### src/rtl/fp_pkg.sv
// Shared floating-point datapath constants and types.
//   MW  : mantissa width including the hidden bit
//   EW  : biased exponent width
//   LZW : width of a leading-zero count / shift amount (holds 0..MW)
package fp_pkg;

  localparam int unsigned MW  = 24;
  localparam int unsigned EW  = 8;
  localparam int unsigned LZW = 5;

  // Classification of a normalizer result.
  typedef enum logic [1:0] {
    RES_NORM,
    RES_UFLOW,
    RES_ZERO
  } res_kind_e;

endpackage

### src/rtl/mant_normalizer_shiftleft.sv
// Combinational logarithmic left barrel shifter, the mirror image of the
// existing right shifter. Zero fill; bits shifted past the MSB are lost.
//   din  : W-bit operand
//   sel  : SW-bit shift amount (stages of 16/8/4/2/1 for SW = 5)
//   dout : din << sel
module shiftleft
  import fp_pkg::*;
#(
  parameter int unsigned W  = fp_pkg::MW,
  parameter int unsigned SW = fp_pkg::LZW
) (
  input  logic [W-1:0]  din,
  input  logic [SW-1:0] sel,
  output logic [W-1:0]  dout
);

  logic [W-1:0] stage;

  // Largest stage first: 16, 8, 4, 2, 1.
  always_comb begin
    stage = din;
    for (int unsigned k = 0; k < SW; k++) begin
      if (sel[SW-1-k]) begin
        stage = stage << (1 << (SW - 1 - k));
      end
    end
    dout = stage;
  end

endmodule

### src/rtl/mant_normalizer.sv
// Two-stage mantissa normalizer with valid/ready handshaking on both sides.
// S1 captures the raw mantissa, exponent and its leading-zero count;
// S2 captures the left-justified mantissa, adjusted exponent and flags.
//   clk, rst             : clock, synchronous active-high reset
//   in_valid/in_ready    : input handshake
//   in_mant, in_exp      : unnormalized mantissa and its biased exponent
//   out_valid/out_ready  : output handshake
//   out_mant, out_exp    : normalized mantissa and adjusted exponent
//   out_zero             : input mantissa was zero
//   out_uflow            : shift clamped to the exponent; exponent forced to 0
module mant_normalizer #(
  parameter int unsigned MW = fp_pkg::MW,
  parameter int unsigned EW = fp_pkg::EW
) (
  input  logic          clk,
  input  logic          rst,
  input  logic          in_valid,
  output logic          in_ready,
  input  logic [MW-1:0] in_mant,
  input  logic [EW-1:0] in_exp,
  output logic          out_valid,
  input  logic          out_ready,
  output logic [MW-1:0] out_mant,
  output logic [EW-1:0] out_exp,
  output logic          out_zero,
  output logic          out_uflow
);

  import fp_pkg::*;

  logic           s1_valid;
  logic [MW-1:0]  s1_mant;
  logic [EW-1:0]  s1_exp;
  logic [LZW-1:0] s1_lzc;

  logic           s1_load;
  logic           s2_load;
  logic [LZW-1:0] lzc_c;

  res_kind_e      kind;
  logic [EW-1:0]  lzc_ext;
  logic [LZW-1:0] shamt;
  logic [MW-1:0]  shifted;
  logic [MW-1:0]  n_mant;
  logic [EW-1:0]  n_exp;

  assign s2_load  = s1_valid & (~out_valid | out_ready);
  assign in_ready = ~s1_valid | s2_load;
  assign s1_load  = in_valid & in_ready;

  // Leading-zero count: scanning upward, the highest set bit wins.
  always_comb begin
    lzc_c = LZW'(MW);
    for (int unsigned i = 0; i < MW; i++) begin
      if (in_mant[i]) begin
        lzc_c = LZW'(MW - 1 - i);
      end
    end
  end

  // When lzc exceeds the exponent, the exponent is below MW and fits the
  // shift-amount width, so its low bits are the clamped shift.
  always_comb begin
    lzc_ext = EW'(s1_lzc);
    kind    = RES_NORM;
    shamt   = s1_lzc;
    if (s1_mant == '0) begin
      kind  = RES_ZERO;
      shamt = '0;
    end else if (lzc_ext > s1_exp) begin
      kind  = RES_UFLOW;
      shamt = s1_exp[LZW-1:0];
    end
  end

  shiftleft #(
    .W  (MW),
    .SW (LZW)
  ) u_shiftleft (
    .din  (s1_mant),
    .sel  (shamt),
    .dout (shifted)
  );

  always_comb begin
    n_mant = (kind == RES_ZERO) ? '0 : shifted;
    n_exp  = (kind == RES_NORM) ? (s1_exp - lzc_ext) : '0;
  end

  always_ff @(posedge clk) begin
    if (rst) begin
      s1_valid  <= 1'b0;
      s1_mant   <= '0;
      s1_exp    <= '0;
      s1_lzc    <= '0;
      out_valid <= 1'b0;
      out_mant  <= '0;
      out_exp   <= '0;
      out_zero  <= 1'b0;
      out_uflow <= 1'b0;
    end else begin
      s1_valid  <= s1_load | (s1_valid & ~s2_load);
      out_valid <= s2_load | (out_valid & ~out_ready);
      if (s1_load) begin
        s1_mant <= in_mant;
        s1_exp  <= in_exp;
        s1_lzc  <= lzc_c;
      end
      if (s2_load) begin
        out_mant  <= n_mant;
        out_exp   <= n_exp;
        out_zero  <= (kind == RES_ZERO);
        out_uflow <= (kind == RES_UFLOW);
      end
    end
  end

endmodule
### config.mk
export PLATFORM = sky130hd
export DESIGN_NAME = mant_normalizer
export DESIGN_NICKNAME = d
export VERILOG_FILES = /design/src/rtl/fp_pkg.sv /design/src/rtl/mant_normalizer_shiftleft.sv /design/src/rtl/mant_normalizer.sv
export SDC_FILE = /design/constraint.sdc
export NUM_CORES = 1
export LEC_CHECK = 0
export BUFFER_PORTS_ARGS = -buffer_cell sky130_fd_sc_hd__buf_2
export CAP_MARGIN = 5
export CORE_MARGIN = 2
export CORE_UTILIZATION = 35
export DETAILED_ROUTE_END_ITERATION = 7
export PLACE_DENSITY = 0.51
export SLEW_MARGIN = 40
export SYNTH_ARGS = -nofsm -noshare
export SYNTH_HDL_FRONTEND = slang
export SYNTH_SLANG_ARGS = --single-unit
### constraint.sdc
create_clock -name clk -period 3.8 [get_ports clk]
set_clock_uncertainty 0.15 [all_clocks]
set_input_delay 0.19 -clock clk [delete_from_list [all_inputs] [get_ports clk]]
set_output_delay 0.19 -clock clk [all_outputs]
set_load 0.01 [all_outputs]
==> metrics.cfg <==
[power]
seqPwrFrac_pct = 37.8
internal_power_uw = 1590
p_clk_share_pct = 41.1
swShare_pct = 28.7
power.switching_uw = 641
combPwrFrac_pct = 21.1
p_leak_uw = 0.00235
powerDensity_nw_per_um2 = 384
max-vdd-ir-drop_mv = 0.201

[synth]
synth_seq_area_share_pct = 31.9
synth_ff_type = dfxtp_1
yosys.area.top_type_share_pct = 31.9
synth_cell_types = 79
yosysTopAreaCell = dfxtp_1
synth_area_leaders = dfxtp_1 (32%), nand2_1 (9.7%), a21oi_1 (7.3%), mux2i_1 (4.1%), nor2_1 (3.3%)
syn_area_um2 = 4590
synth_edf_count = 0
syn_area_per_cell_um2 = 7.79
ys_ff_latch = 73
netlist_instances = 589
ys_warn_count = 0
synth.net_count = 631
async_reset_ff_share_pct = 0

[grt]
overflow = 0
grt_pass1_wl_mm = 25.1
grt_max_degree = 39
grt_usage_pct = 22.8
antenna_found_initial = 0
grt_pass1_vias = 4663

[die]
ioPinCount = 72
num_rows = 41
dieHeight_um = 118
start_util_pct = 36.1
core_area_um2 = 12700
die_x_um = 118
die_area_um2 = 14000

[clock_network]
tritoncts = built
path_clk_slew_ns = 0.06
clkLatencyLatePin_ns = 0.35
htreeDepth = 3
cts.sinks = 73
clock_path_buffers = 2
root_buffer = clkbuf_16
cts_buffers = 9

[routing]
drc = 0
final_antenna_net_count = 0
drt_iter0_markers = 303
first_pass_iters = 5
num_vias = 4820
routedWlPerCell_um = 18.0
wl_mm = 15.6
vias_per_cell = 5.56

[sta]
worst_pin_slew_ns = 0.773
tns_ns = 0
setup_slack_ns = 0.231
setup_violations = 0
finalCritPeriodShare_pct = 93.9
final_hold_viol_count = 0
post-route-min-period_ns = 3.57
max_freq_ghz = 0.280
slew_violations = 0
grt_setup_unrepaired = false
max_slew_margin_pct = 48.4

[final_layout]
fin_nets = 732
multi_input_area_um2 = 2880
layout_commonest_cell = nand2_1
syn2layout_area_growth_pct = 26.6
n_antenna_cell = 0
drive_gt1_share_pct = 20.7
fillers = 1321
seq_area_um2 = 1460
final_cell_mix = nand2_1 (118), dfxtp_1 (73), buf_2 (71), a21oi_1 (67), nor2_1 (39)

[run_status]
status = finished clean

[worst_setup_path]
worst_setup_path_start_kind = flip-flop
crit_fanout = 11
critPathArrivalTime_ns = 3.66
path_class = flip-flop to flip-flop
required_ns = 3.89
cp-end-kind = flip-flop

[placed_design]
dp_slack_ns = 0.312
globalplace.congestion = 0.943
port-buffer-count = 71
hpwl_mm = 11.7

[hold_path]
hold_path.class = primary input to flip-flop

[flow_run]
maxCapViolCount = 0

==> logic make-up (layout without fill, tap and decap cells) <==
logic type	count (synthesis)	count (layout)	share of synthesized area, %
xor+xnor	4	4	0.764
fa+ha+maj	6	6	1.80
mux	31	31	7.77
compound gates	185	185	28.4
flops	73	73	31.9
simple gates	236	236	23.9
buf+inv	54	160	5.43
==> routing by layer <==
layer  track usage, %  vias up  wire length [um]
met2             33.7      173              6790
met5                0        -                 0
met1             31.7     2249              7480
met4             8.33        0               369
met3             5.94       29               974
li1                 -     2369                 -
==> stage by stage <==
stage	hold slack, ns	util, %	power [uW]	std cells	cell area (um^2)
finish	0.0149	45.6	2230	867	5810
global route	0.0316	45.6	2340	867	5810
CTS	0.000567	45.6	2250	867	5810
detailed placement	0.288	40.5	1300	818	5150
global placement	0.280	40.5	1300	818	5150
floorplan	0.157	-	1150	589	4590
==> critical path, stage by stage, from the launching register on <==
cell       delay, ns
dfxtp_1         0.36
ha_1            0.18
inv_1           0.05
fa_1            0.45
a211oi_2        0.37
o21ai_4         0.19
mux2i_2         0.25
nor2_2          0.41
buf_4           0.25
o2bb2ai_1       0.12
a22oi_1         0.30
nor2_1          0.11
a221o_1         0.27
==> path summary, 6_finish.rpt <==
path	from	endpoint	slack [ns]	depth (start not counted)
hold / removal	out_ready	out_valid	0.01	4
setup / recovery	s1_lzc[0]	out_mant[13]	0.23	12
hold reg to reg	out_mant[14]	out_mant[14]	0.30	1
setup reg to reg	s1_lzc[0]	out_mant[13]	0.23	12
==> what timing repair did <==
| item | 4_1_cts | 5_1_grt |
|---|---|---|
| endpoints found under the hold margin | 33 | 0 |
| buffers inserted | 0 | 0 |
| gates resized for setup | 0 | 0 |
| hold buffers | 33 | 0 |
==> synthesized netlist by cell type, types with 4 or more instances <==
library cell	n
nor4_1	10
buf_4	4
nand2_1	118
nor2_1	40
ha_1	5
nor3_1	9
dfxtp_1	73
buf_2	10
a21oi_1	67
o2bb2ai_1	5
nand3_1	16
nand2b_1	4
a32oi_1	7
and3_1	11
mux2i_1	19
o21ai_1	11
o21bai_1	4
a21o_1	5
a211oi_1	6
a22oi_1	15
mux2_2	6
a221o_1	4
inv_1	13
o21ai_0	7
o22ai_1	6
clkbuf_1	21
nor2_4	4
==> state kept, by name, indices dropped and copies added (netlist names) <==
register / flops
out_exp: 8
out_mant: 24
out_uflow: 1
out_valid: 1
out_zero: 1
s1_exp: 8
s1_lzc: 5
s1_mant: 24
s1_valid: 1
==> power by group through the flow <==
stage | registers, uW | clock network, uW | logic, uW
CTS | 843 | 936 | 467
finish | 844 | 918 | 472
global placement | 859 | 0 | 440
detailed placement | 860 | 0 | 439
global route | 849 | 974 | 514
floorplan | 854 | 0 | 301
==> layout make-up <==
class                   count  area share, %
clock buffers              11           4.18
clock inverters             5           1.36
inverters                  15          0.970
multi-input cells         462           49.6
flip-flops and latches     73           25.2
well taps                 172           3.71
repair buffers            129           15.0
(Power assumes the default switching activity.)
